`src/rtl/lzc_norm_arbiter_if.sv`:
```
// rtl/lzc_norm_arbiter_if.sv - request/operand and result handshake bundle for lzc_norm_arbiter
interface lzc_norm_arbiter_if;
  logic [1:0]  i_req;
  logic [31:0] i_data0;
  logic [31:0] i_data1;
  logic [7:0]  i_exp0;
  logic [7:0]  i_exp1;
  logic [1:0]  o_gnt;
  logic        o_valid;
  logic        i_ready;
  logic [31:0] o_data;
  logic [7:0]  o_exp;
  logic        o_id;
  logic        o_zero;
  logic        o_underflow;
  logic        o_busy;

  modport slave (
    input  i_req, i_data0, i_data1, i_exp0, i_exp1, i_ready,
    output o_gnt, o_valid, o_data, o_exp, o_id, o_zero, o_underflow, o_busy
  );

  modport master (
    output i_req, i_data0, i_data1, i_exp0, i_exp1, i_ready,
    input  o_gnt, o_valid, o_data, o_exp, o_id, o_zero, o_underflow, o_busy
  );
endinterface

```
`src/rtl/lzc_norm_arbiter.sv`:
```
// rtl/lzc_norm_arbiter.sv - two-requester round-robin leading-zero normalizer
module lzc_norm_arbiter (
  input logic               i_clk,
  input logic               i_rst_n,
  lzc_norm_arbiter_if.slave bus
);

  typedef enum logic [1:0] {IDLE, COUNT, SHIFT, OUT} state_t;

  state_t      state;
  // Requester granted most recently; resets to 1 so requester 0 wins the first tie.
  logic        last_id;
  logic [31:0] cap_data;
  logic [7:0]  cap_exp;
  logic        cap_id;
  logic [4:0]  nlz_q;
  logic        zero_q;

  logic [4:0]  lz_cnt;
  logic        lz_zero;
  logic [1:0]  gnt;
  logic        gnt_id;

  logic        valid_q;
  logic [31:0] data_q;
  logic [7:0]  exp_q;
  logic        id_q;
  logic        zero_out_q;
  logic        uf_q;

  // Round-robin grant, only offered in IDLE and never while reset is held.
  always_comb begin
    gnt    = 2'b00;
    gnt_id = 1'b0;
    if (state == IDLE && i_rst_n) begin
      case (bus.i_req)
        2'b01: begin
          gnt    = 2'b01;
          gnt_id = 1'b0;
        end
        2'b10: begin
          gnt    = 2'b10;
          gnt_id = 1'b1;
        end
        2'b11: begin
          gnt_id = ~last_id;
          gnt    = last_id ? 2'b01 : 2'b10;
        end
        default: begin
          gnt    = 2'b00;
          gnt_id = 1'b0;
        end
      endcase
    end
  end

  // Leading-zero count of the captured significand; the highest set bit wins.
  always_comb begin
    lz_cnt  = 5'd0;
    lz_zero = (cap_data == 32'd0);
    for (int i = 0; i < 32; i++) begin
      if (cap_data[i]) begin
        lz_cnt = 5'(31 - i);
      end
    end
  end

  // Operation sequencer: capture, count, shift, then hold the result until consumed.
  always_ff @(posedge i_clk or negedge i_rst_n) begin
    if (!i_rst_n) begin
      state      <= IDLE;
      last_id    <= 1'b1;
      cap_data   <= 32'd0;
      cap_exp    <= 8'd0;
      cap_id     <= 1'b0;
      nlz_q      <= 5'd0;
      zero_q     <= 1'b0;
      valid_q    <= 1'b0;
      data_q     <= 32'd0;
      exp_q      <= 8'd0;
      id_q       <= 1'b0;
      zero_out_q <= 1'b0;
      uf_q       <= 1'b0;
    end else begin
      case (state)
        IDLE: begin
          if (gnt != 2'b00) begin
            cap_data <= gnt_id ? bus.i_data1 : bus.i_data0;
            cap_exp  <= gnt_id ? bus.i_exp1 : bus.i_exp0;
            cap_id   <= gnt_id;
            last_id  <= gnt_id;
            state    <= COUNT;
          end
        end
        COUNT: begin
          nlz_q  <= lz_cnt;
          zero_q <= lz_zero;
          state  <= SHIFT;
        end
        SHIFT: begin
          id_q <= cap_id;
          if (zero_q) begin
            data_q     <= 32'd0;
            exp_q      <= 8'd0;
            zero_out_q <= 1'b1;
            uf_q       <= 1'b0;
          end else if ({3'b000, nlz_q} <= cap_exp) begin
            data_q     <= cap_data << nlz_q;
            exp_q      <= cap_exp - {3'b000, nlz_q};
            zero_out_q <= 1'b0;
            uf_q       <= 1'b0;
          end else begin
            // Exponent is below 32 here, so this shift cannot run off the end.
            data_q     <= cap_data << cap_exp;
            exp_q      <= 8'd0;
            zero_out_q <= 1'b0;
            uf_q       <= 1'b1;
          end
          valid_q <= 1'b1;
          state   <= OUT;
        end
        OUT: begin
          if (bus.i_ready) begin
            valid_q <= 1'b0;
            state   <= IDLE;
          end
        end
        default: state <= IDLE;
      endcase
    end
  end

  assign bus.o_gnt       = gnt;
  assign bus.o_busy      = (state != IDLE);
  assign bus.o_valid     = valid_q;
  assign bus.o_data      = data_q;
  assign bus.o_exp       = exp_q;
  assign bus.o_id        = id_q;
  assign bus.o_zero      = zero_out_q;
  assign bus.o_underflow = uf_q;

endmodule

```
`src/flat_wrapper.sv`:
```
// flat-port wrapper written by rule: the top's interface ports become plain ports
module lzc_norm_arbiter_flat 
  (i_clk, i_rst_n, bus_i_req, bus_i_data0, bus_i_data1, bus_i_exp0, bus_i_exp1, bus_i_ready, bus_o_gnt, bus_o_valid, bus_o_data, bus_o_exp, bus_o_id, bus_o_zero, bus_o_underflow, bus_o_busy);
  lzc_norm_arbiter_if bus_i ();
  input logic i_clk;
  input logic i_rst_n;
  input wire logic [$bits(bus_i.i_req)-1:0] bus_i_req;
  input wire logic [$bits(bus_i.i_data0)-1:0] bus_i_data0;
  input wire logic [$bits(bus_i.i_data1)-1:0] bus_i_data1;
  input wire logic [$bits(bus_i.i_exp0)-1:0] bus_i_exp0;
  input wire logic [$bits(bus_i.i_exp1)-1:0] bus_i_exp1;
  input wire logic [$bits(bus_i.i_ready)-1:0] bus_i_ready;
  output wire logic [$bits(bus_i.o_gnt)-1:0] bus_o_gnt;
  output wire logic [$bits(bus_i.o_valid)-1:0] bus_o_valid;
  output wire logic [$bits(bus_i.o_data)-1:0] bus_o_data;
  output wire logic [$bits(bus_i.o_exp)-1:0] bus_o_exp;
  output wire logic [$bits(bus_i.o_id)-1:0] bus_o_id;
  output wire logic [$bits(bus_i.o_zero)-1:0] bus_o_zero;
  output wire logic [$bits(bus_i.o_underflow)-1:0] bus_o_underflow;
  output wire logic [$bits(bus_i.o_busy)-1:0] bus_o_busy;
  assign bus_i.i_req = bus_i_req;
  assign bus_i.i_data0 = bus_i_data0;
  assign bus_i.i_data1 = bus_i_data1;
  assign bus_i.i_exp0 = bus_i_exp0;
  assign bus_i.i_exp1 = bus_i_exp1;
  assign bus_i.i_ready = bus_i_ready;
  assign bus_o_gnt = bus_i.o_gnt;
  assign bus_o_valid = bus_i.o_valid;
  assign bus_o_data = bus_i.o_data;
  assign bus_o_exp = bus_i.o_exp;
  assign bus_o_id = bus_i.o_id;
  assign bus_o_zero = bus_i.o_zero;
  assign bus_o_underflow = bus_i.o_underflow;
  assign bus_o_busy = bus_i.o_busy;
  lzc_norm_arbiter u_core (.i_clk(i_clk), .i_rst_n(i_rst_n), .bus(bus_i));
endmodule
```
`config.mk`:
```
export PLATFORM = sky130hd
export DESIGN_NAME = lzc_norm_arbiter_flat
export DESIGN_NICKNAME = d
export VERILOG_FILES = /design/src/rtl/lzc_norm_arbiter_if.sv /design/src/rtl/lzc_norm_arbiter.sv /design/src/flat_wrapper.sv
export SDC_FILE = /design/constraint.sdc
export NUM_CORES = 1
export LEC_CHECK = 0
export BUFFER_PORTS_ARGS = -buffer_cell sky130_fd_sc_hd__buf_2
export CAP_MARGIN = 20
export CORE_AREA = 2 2 126 128
export DETAILED_ROUTE_END_ITERATION = 6
export DIE_AREA = 0 0 128 130
export PLACE_DENSITY = 0.67
export SLEW_MARGIN = 20
export SYNTH_ARGS = -nofsm -noshare
export SYNTH_HDL_FRONTEND = slang
export SYNTH_SLANG_ARGS = --single-unit
```
`constraint.sdc`:
```
create_clock -name i_clk -period 8.04 [get_ports i_clk]
set_input_delay 0.804 -clock i_clk [delete_from_list [all_inputs] [get_ports i_clk]]
set_output_delay 0.804 -clock i_clk [all_outputs]
set_load 0.05 [all_outputs]
```
==> flow_metrics.tcl, run 1 <==
set metrics [dict create \
    cts_resized 0 \
    ys_types 78 \
    num-nets-final 1008 \
    outcome "completed" \
    cellLeakagePower_uw 0.00342 \
    rsz0062_at_grt "no" \
    max_freq_mhz 188 \
    final-hold-violation-count 0 \
    num_io_pins 132 \
    slew_viol_final 0 \
    cp_data_required_time_ns 8.25 \
    clock_latency_ns 0.35 \
    coreArea_um2 15400 \
    grt_usage 0.279 \
    dr.pass1.iters 5 \
    grt_pass1_vias 6422 \
    antenna_found_initial 0 \
    cp-end-kind "flip-flop" \
    synthTopCellsByArea "dfrtp_1 34%, nand2_1 8.7%, nor2_1 4.2%" \
    synth_edf_count 0 \
    antenna_left 0 \
    layout.cells.non_filler 1105 \
    grt_pass1_wl_mm 36.0 \
    yosysTopAreaCell "dfrtp_1" \
    slew_headroom 0.329 \
    powerDensity_nw_per_um2 543 \
    yosys_warnings 0 \
    syn_avg_cell_area_um2 8.18 \
    die_h_um 130 \
    skew_ns 0.00716 \
    critPathKind "reg -> reg" \
    fin_crit_ns 5.31 \
    syn_inst 831 \
    antenna_cells 0 \
    setup_tns_ns 0 \
    syn_to_final_growth_pct 13.3 \
    placementRows 46 \
    finalSetupViolCount 0 \
    drive_gt1_frac 0.208 \
    via_count 6904 \
    dr.first_iter.drc_count 690 \
    tritoncts "yes" \
    dp_hpwl_mm 16.7 \
    cts_sinks 94 \
    crit_path_start_kind "flip-flop" \
    wl_mm 22.5 \
    yosysSeqAreaShare 0.346 \
    port_buffers 131 \
    synth_area_um2 6800 \
    htree_levels 3 \
    drc 0 \
    peakVddDrop_mv 0.174 \
    grt_overflow_total 0 \
    yosysMostFrequentCell "nand2_1" \
    syn-num-nets 927 \
    dieArea_um2 16600 \
    dp_cells 1093 \
    ys.flop_type "dfrtp_1" \
    ys_ff_latch 94 \
    synth_top_cell_area_share 0.342 \
    start_util 0.441 \
    fp.dieW_um 128 \
    post_cts_buffers 0 \
    min_path_type "in -> async" \
    cp_max_fo 26 \
    grt_max_degree 85 \
    gp_congestion 1.03 \
    synth-async-reset-ratio 1.00 \
    cap_violations 0 \
    fin_crit_sh 0.660 \
    cts_hold_buf 0 \
    wl_per_cell_um 20.4 \
    clk_pin_slew_ns 0.06 \
    synth_common_cells "158 x nand2_1, 93 x dfrtp_1, 76 x nor2_1, 47 x clkbuf_1, 45 x a21oi_1" \
    via_per_inst 6.25 \
    tightest_slew_ns 1.01 \
    cts.path.max_buffers 2 \
    finalPower_uw 4180 \
    cts_root_buf "clkbuf_16" \
    cp.arrival_ns 5.52 \
    cts-buffers-inserted 9 \
]
==> layer usage <==
| layer | GRT usage | up-vias | share of wire |
|---|---|---|---|
| met3 | 0.0525 | 53 | 0.084 |
| met1 | 0.391 | 3250 | 0.44 |
| met5 | 0 | - | 0 |
| li1 | - | 3235 | - |
| met2 | 0.416 | 366 | 0.43 |
| met4 | 0.136 | 0 | 0.040 |
==> area by class of cell <==
type,instances,area [µm²]
fillers,1521,7730
multi-input cells,642,4020
flip-flops and latches,94,2350
repair buffers,143,756
well taps,192,240
clock buffers,10,229
inverters,22,82.6
clock inverters,2,13.8
==> flip-flops by register name, summed over array words and instances (netlist names) <==
name                    flops
u_core.cap_data            32
u_core.bus.o_underflow      1
u_core.bus.o_zero           1
u_core.cap_id               1
u_core.zero_q               1
u_core.bus.o_data          32
u_core.bus.o_id             1
u_core.nlz_q                5
u_core.last_id              1
u_core.bus.o_valid          1
u_core.state                2
u_core.bus.o_exp            8
u_core.cap_exp              8
==> cells by family after synthesis <==
logic type,share of synthesized area
compound gates,0.295
xor+xnor,0.00773
fa+ha+maj,0.0214
buf+inv,0.0621
flops,0.346
mux,0.0703
simple gates,0.197
==> power by group <==
group,internal [µW],switching [µW]
clock,203,175
sequential,702,400
combinational,943,1760
total,1850,2330
==> stage by stage <==
stage | setup WS [ns] | hold WS (ns) | util | instance area, µm²
after global routing | 2.39 | 0.493 | 0.499 | 7700
final | 2.73 | 0.468 | 0.499 | 7700
after detailed placement | 2.86 | 0.460 | 0.483 | 7450
after floorplan | 4.55 | 0.441 | - | 6800
after global placement | 2.87 | 0.454 | 0.482 | 7440
after CTS | 2.85 | 0.471 | 0.499 | 7690
==> cells in the final DEF (no fill, tap or decap), types with 4 or more instances in the layout <==
master	n
a211oi_1	34
a21o_1	8
a21oi_1	44
a22oi_1	7
a311oi_1	9
a31oi_1	44
a32o_1	5
and3_1	7
buf_2	130
buf_4	12
clkbuf_16	9
dfrtp_1	93
ha_1	10
inv_1	22
mux2_2	6
mux2i_1	26
mux4_2	6
nand2_1	158
nand2b_1	15
nand3_1	13
nand4_1	6
nor2_1	76
nor3_1	8
nor4_1	7
o211ai_1	6
o21a_1	4
o21ai_0	27
o221ai_1	11
o22a_1	6
o22ai_1	10
o2bb2ai_1	20
==> critical path, stage by stage (launching register included) <==
cell,delay [ns]
dfrtp_1,0.48
inv_1,0.42
ha_1,0.37
a211oi_1,0.36
o21a_1,0.86
nand3_1,0.56
nand2_1,0.69
buf_8,0.25
mux2_2,0.34
o21ai_0,0.43
o221a_2,0.29
o221ai_1,0.09
==> worst paths after layout <==
| path | startpoint | to | slack, ns | depth (start not counted) |
|---|---|---|---|---|
| worst max-delay path | u_core.nlz_q[2]$_DFFE_PN0N_ | u_core.bus.o_data[27]$_DFFE_PN0P_ | 2.73 | 11 |
| min in group i_clk | u_core.last_id$_DFFE_PN1P_ | u_core.last_id$_DFFE_PN1P_ | 0.47 | 2 |
| worst min-delay path | i_rst_n | u_core.bus.o_exp[7]$_DFFE_PN0P_ | 0.47 | 1 |
| worst max register to register | u_core.nlz_q[2]$_DFFE_PN0N_ | u_core.bus.o_data[27]$_DFFE_PN0P_ | 2.73 | 11 |
| worst min register to register | u_core.last_id$_DFFE_PN1P_ | u_core.last_id$_DFFE_PN1P_ | 0.47 | 2 |
| max in group asynchronous | i_rst_n | u_core.bus.o_data[18]$_DFFE_PN0P_ | 6.48 | 2 |
Note: power is estimated with default switching activity, not from simulation.
==> inputs of run 2 (changes only) <==
--- a/config.mk
+++ b/config.mk
@@ -10,7 +10,7 @@
 export CORE_AREA = 2 2 126 128
 export DETAILED_ROUTE_END_ITERATION = 6
 export DIE_AREA = 0 0 128 130
-export PLACE_DENSITY = 0.67
+export PLACE_DENSITY = 0.69
 export SLEW_MARGIN = 20
 export SYNTH_ARGS = -nofsm -noshare
 export SYNTH_HDL_FRONTEND = slang
==> constraint.sdc (replaced) <==
create_clock -name i_clk -period 4.44 [get_ports i_clk]
set_input_delay 0.444 -clock i_clk [delete_from_list [all_inputs] [get_ports i_clk]]
set_output_delay 0.444 -clock i_clk [all_outputs]
set_load 0.05 [all_outputs]
==> run 2 against run 1 <==
Global-route usage rose by 0.75 points. Total power rose by 89%. Critical path type unchanged. Non-clock buffer count rose by 21. Flip-flop and latch count did not move. Critical path depth rose by 3. Cell area rose by 3.1%. Die area did not move. Worst setup slack got worse by 2.3 ns. Critical endpoint is now u_core.bus.o_data[26]$_DFFE_PN0P_. First-iteration DRC count fell by 2.9%. Count of clock-buffer cells in the layout rose by 5. Clock power rose by 110%. Largest cell class unchanged.
==> flow_metrics.tcl, run 2 (synthesis gave the netlist of run 1 again) <==
set metrics [dict create \
    dp_hpwl_mm 17.5 \
    finalSetupViolCount 0 \
    die_h_um 130 \
    cap_violations 0 \
    p_sw_frac 0.545 \
    peakVddDrop_mv 0.379 \
    grt_max_degree 66 \
    cp-end-kind "flip-flop" \
    grt_overflow_total 0 \
    wl_mm 23.4 \
    fin_crit_sh 0.906 \
    post_cts_buffers 0 \
    dr_wl_met3_mm 1.93 \
    critPathKind "reg -> reg" \
    setup_tns_ns 0 \
    crit-reg2reg-capture "u_core.bus.o_data[26]$_DFFE_PN0P_" \
    start_util 0.441 \
    cp.arrival_ns 4.25 \
    grt_pass1_wl_mm 36.7 \
    fin_util 0.514 \
    drc 0 \
    syn_to_final_growth_pct 16.8 \
    grt_usage 0.286 \
    via_count 6876 \
    cts.path.max_buffers 2 \
    placementRows 46 \
    setup_slack_ns 0.419 \
    antenna_cells 0 \
    met2_wirelength_mm 10.2 \
    p_sw_uw 4310 \
    holdWs_ns 0.114 \
    antenna_found_initial 0 \
    mostFrequentLayoutCell "nand2_1" \
    seq_area_um2 2350 \
    dr.pass1.iters 5 \
    fp.dieW_um 128 \
    grt_pass1_vias 6509 \
    clock_latency_ns 0.35 \
    port_buffers 131 \
    post_dp_cell_area_um2 7630 \
    pwr-share-comb 0.647 \
    final_cell_mix "158 x nand2_1, 130 x buf_2, 93 x dfrtp_1" \
    coreArea_um2 15400 \
    dieArea_um2 16600 \
    clockPowerShare 0.102 \
    tritoncts "yes" \
    wl_per_cell_um 20.7 \
    rr_worst_depth 14 \
    cts_resized 0 \
    timing.reg2reg.setup_slack_ns 0.42 \
    drt-met1-wl_mm 10.5 \
    slew_viol_final 0 \
    r2r_start "u_core.cap_exp[0]$_DFFE_PN0P_" \
    num-nets-final 1029 \
    place_ws_ns 0.502 \
    multiInputGateArea_um2 4020 \
    slew_headroom 0.459 \
    seqPwrFrac 0.251 \
    postLayoutCellArea_um2 7940 \
    max_freq_mhz 249 \
    cp_data_required_time_ns 4.67 \
    htree_levels 3 \
    drive_gt1_frac 0.226 \
    cellLeakagePower_uw 0.00356 \
    gp_congestion 0.965 \
    final-hold-violation-count 0 \
    cts_root_buf "clkbuf_16" \
    cts_hold_buf 0 \
    powerDensity_nw_per_um2 997 \
    dr.first_iter.drc_count 670 \
    num_io_pins 132 \
    cts-buffers-inserted 9 \
    rsz0062_at_grt "no" \
    cp_max_fo 26 \
    tightest_slew_ns 0.809 \
    crit_path_start_kind "flip-flop" \
    fin_crit_ns 4.02 \
    antenna_left 0 \
    cts_sinks 94 \
    via_per_inst 6.08 \
    internal_power_uw 3600 \
    skew_ns 0.00910 \
    clk_pin_slew_ns 0.06 \
    outcome "completed" \
    maxUsedRoutingLayer "met4" \
    min_path_type "in -> async" \
    nFillCells 1529 \
]
-- run 2: cell types whose count changed in the layout (fill, tap and decap cells not counted), sizes merged --
cell | previous run | this run
buf | 143 | 164
bufinv | 0 | 1
clkbuf | 10 | 15
clkinv | 2 | 0
-- run 2: cell type report --
class,count,share of cell area
clock buffer,15,0.0350
clock inverter,1,0.00378
inverter,22,0.0104
multi-input combinational,642,0.507
sequential,94,0.297
tap,192,0.0303
timing repair buffer,164,0.117
-- run 2: power by group through the flow --
| stage | clock network [µW] | registers, µW | logic [µW] |
|---|---|---|---|
| after floorplan | 0 | 2160 | 3320 |
| after detailed placement | 0 | 1970 | 5020 |
| after global placement | 0 | 1960 | 5010 |
| after CTS | 824 | 1960 | 5040 |
| final | 808 | 1980 | 5120 |
| after global routing | 857 | 2040 | 5510 |
-- run 2: worst max path at each step --
stage	from	to	slack, ns
after floorplan	u_core.nlz_q[2]$_DFFE_PN0N_	u_core.bus.o_data[26]$_DFFE_PN0P_	0.95
after global placement	u_core.cap_exp[0]$_DFFE_PN0P_	u_core.bus.o_data[26]$_DFFE_PN0P_	0.60
after detailed placement	u_core.cap_exp[0]$_DFFE_PN0P_	u_core.bus.o_data[26]$_DFFE_PN0P_	0.50
after CTS	u_core.cap_exp[0]$_DFFE_PN0P_	u_core.bus.o_data[26]$_DFFE_PN0P_	0.49
after global routing	u_core.cap_exp[0]$_DFFE_PN0P_	u_core.bus.o_data[26]$_DFFE_PN0P_	0.15
final	u_core.cap_exp[0]$_DFFE_PN0P_	u_core.bus.o_data[26]$_DFFE_PN0P_	0.42
-- run 2: worst max-delay path, cell delays in order (launching register included) --
cell and delay, ns:
dfrtp_1 0.46, inv_1 0.17, ha_1 0.17, inv_1 0.06, fa_1 0.42, a211oi_1 0.34
o21a_1 0.23, buf_12 0.18, nand2_1 0.08, buf_4 0.19, a311oi_1 0.52, o22ai_1 0.20
a211oi_2 0.36, o22ai_1 0.14, a2111o_1 0.36
-- run 2: metal layers --
layer  GRT usage  vias up
li1            -     3260
met1       0.411     3207
met2       0.439      355
met3      0.0402       54
met4       0.114        0
met5           0        -
-- run 2: stage by stage --
| stage | power (µW) | cells |
|---|---|---|
| after global placement | 6970 | 1114 |
| final | 7910 | 1130 |
| after floorplan | 5470 | 831 |
| after global routing | 8410 | 1130 |
| after CTS | 7830 | 1130 |
| after detailed placement | 6990 | 1114 |
==> inputs of run 3 (changes only) <==
--- a/config.mk
+++ b/config.mk
@@ -5,12 +5,11 @@
 export SDC_FILE = /design/constraint.sdc
 export NUM_CORES = 1
 export LEC_CHECK = 0
-export BUFFER_PORTS_ARGS = -buffer_cell sky130_fd_sc_hd__buf_2
 export CAP_MARGIN = 20
 export CORE_AREA = 2 2 126 128
 export DETAILED_ROUTE_END_ITERATION = 6
 export DIE_AREA = 0 0 128 130
-export PLACE_DENSITY = 0.69
+export DONT_BUFFER_PORTS = 1
 export SLEW_MARGIN = 20
 export SYNTH_ARGS = -nofsm -noshare
 export SYNTH_HDL_FRONTEND = slang
==> run 3 against run 2 <==
Cell area down 7.1%. Die area unchanged. Count of clock-buffer cells in the layout down 3. Via count shrank 2.7%. Worst setup slack got worse by 0.14 ns. Register-to-register slack worse by 0.14 ns. Clock skew down 0.00053 ns. Critical path depth is 1 lower. Critical path type unchanged. Critical endpoint unchanged. Highest routed layer unchanged.
==> flow_metrics.tcl, run 3 (synthesis gave the netlist of run 1 again) <==
set metrics [dict create \
    outcome "completed" \
    dr.first_iter.drc_count 675 \
    wl_per_cell_um 24.4 \
    cp_max_fo 31 \
    die_h_um 130 \
    fin_crit_sh 0.937 \
    max_freq_mhz 240 \
    antenna_left 0 \
    wl_mm 24.6 \
    slew_viol_final 0 \
    cp-end-kind "flip-flop" \
    fin_crit_ns 4.16 \
    port_buffers 0 \
    multiInputGateArea_um2 4020 \
    grt_max_degree 95 \
    drive_gt1_frac 0.109 \
    critPathKind "reg -> reg" \
    grt_pass1_wl_mm 37.8 \
    clk_pin_slew_ns 0.07 \
    timing.reg2reg.setup_slack_ns 0.28 \
    coreArea_um2 15400 \
    tightest_slew_ns 0.851 \
    grt_usage 0.297 \
    fp.dieW_um 128 \
    r2r_start "u_core.cap_exp[0]$_DFFE_PN0P_" \
    placementRows 46 \
    rsz0062_at_grt "no" \
    slew_headroom 0.432 \
    cts_resized 0 \
    cap_violations 0 \
    dieArea_um2 16600 \
    cp.arrival_ns 4.39 \
    mostFrequentLayoutCell "nand2_1" \
    dr.pass1.iters 6 \
    cts.path.max_buffers 2 \
    crit-reg2reg-capture "u_core.bus.o_data[26]$_DFFE_PN0P_" \
    clock_latency_ns 0.35 \
    final-hold-violation-count 0 \
    setup_tns_ns 0 \
    dp_hpwl_mm 17.9 \
    min_path_type "in -> async" \
    cts_sinks 94 \
    htree_levels 3 \
    cts_root_buf "clkbuf_16" \
    tritoncts "yes" \
    start_util 0.441 \
    final_cell_mix "158 x nand2_1, 93 x dfrtp_1, 76 x nor2_1" \
    num-nets-final 905 \
    cp-endpoint "u_core.bus.o_data[26]$_DFFE_PN0P_" \
    cp_data_required_time_ns 4.67 \
    finalSetupViolCount 0 \
    crit_path_start_kind "flip-flop" \
    rr_worst_depth 13 \
    antenna_found_initial 0 \
    antenna_cells 0 \
    via_per_inst 6.65 \
    crit_path_start "u_core.cap_exp[0]$_DFFE_PN0P_" \
    grt_overflow_total 0 \
    post_dp_cell_area_um2 6980 \
    gp_congestion 0.948 \
    via_count 6690 \
    postLayoutCellArea_um2 7370 \
    seq_area_um2 2350 \
    syn_to_final_growth_pct 8.51 \
    cts-buffers-inserted 9 \
    grt_pass1_vias 6384 \
    drc 0 \
    num_io_pins 132 \
    nFillCells 1549 \
    skew_ns 0.00858 \
]
## run 3: cell count changes in the layout (fill, tap and decap cells not counted), moves of 2 or more
cell       delta
buf_4         +5
clkbuf_8      -3
bufinv_16     +2
buf_2       -130
## run 3: how the worst min path moves through the flow
stage,startpoint,to,slack [ns],depth (start not counted)
final,i_rst_n,u_core.bus.o_exp[0]$_DFFE_PN0P_,0.01,1
after global routing,i_rst_n,u_core.bus.o_exp[0]$_DFFE_PN0P_,0.04,1
after CTS,i_rst_n,u_core.bus.o_exp[3]$_DFFE_PN0P_,0.03,1
after detailed placement,i_rst_n,u_core.bus.o_exp[0]$_DFFE_PN0P_,0.15,0
after global placement,i_rst_n,u_core.bus.o_exp[4]$_DFFE_PN0P_,0.15,0
after floorplan,i_rst_n,u_core.bus.o_data[0]$_DFFE_PN0P_,0.15,0
## run 3: timing repair
| action | 4_1_cts | 5_1_grt |
|---|---|---|
| setup endpoints to repair | 0 | 2 |
| setup buffers | 0 | 5 |
| hold buffers | 1 | 0 |
| hold endpoints to repair | 94 | 0 |
## run 3: layout make-up
type                    count  share of cell area
clock inverters             4              0.0129
well taps                 192              0.0326
flip-flops and latches     94               0.319
clock buffers              12              0.0321
repair buffers             40              0.0468
inverters                  22              0.0112
multi-input cells         642               0.545
## run 3: metal layers
layer  track usage  share of wire  vias up
met5             0              0        -
met4         0.131          0.035        0
met3        0.0369          0.070       52
met2         0.455           0.44      327
met1         0.425           0.45     3293
li1              -              -     3018
## run 3: stage by stage
step | hold slack (ns) | instances | util | worst slack, ns
after floorplan | 0.148 | 831 | - | 0.953
after global placement | 0.151 | 984 | 0.452 | 0.362
after detailed placement | 0.152 | 984 | 0.452 | 0.305
after CTS | 0.0272 | 1001 | 0.476 | 0.282
after global routing | 0.0392 | 1006 | 0.478 | 0.0334
final | 0.0106 | 1006 | 0.478 | 0.279
## run 3: worst max-delay path: stages, from the launching register on
cell,delay [ns]
dfrtp_1,0.46
inv_1,0.19
ha_1,0.23
inv_1,0.08
fa_1,0.42
a211oi_1,0.34
o21a_1,0.32
buf_12,0.21
nand3_4,0.13
nand2_4,0.38
mux4_2,0.57
mux2i_1,0.23
o22ai_1,0.11
a2111o_1,0.34
Power of run 3 is not shown: default switching activity piles up to over one toggle a cycle in this logic, so the estimate is an artifact.
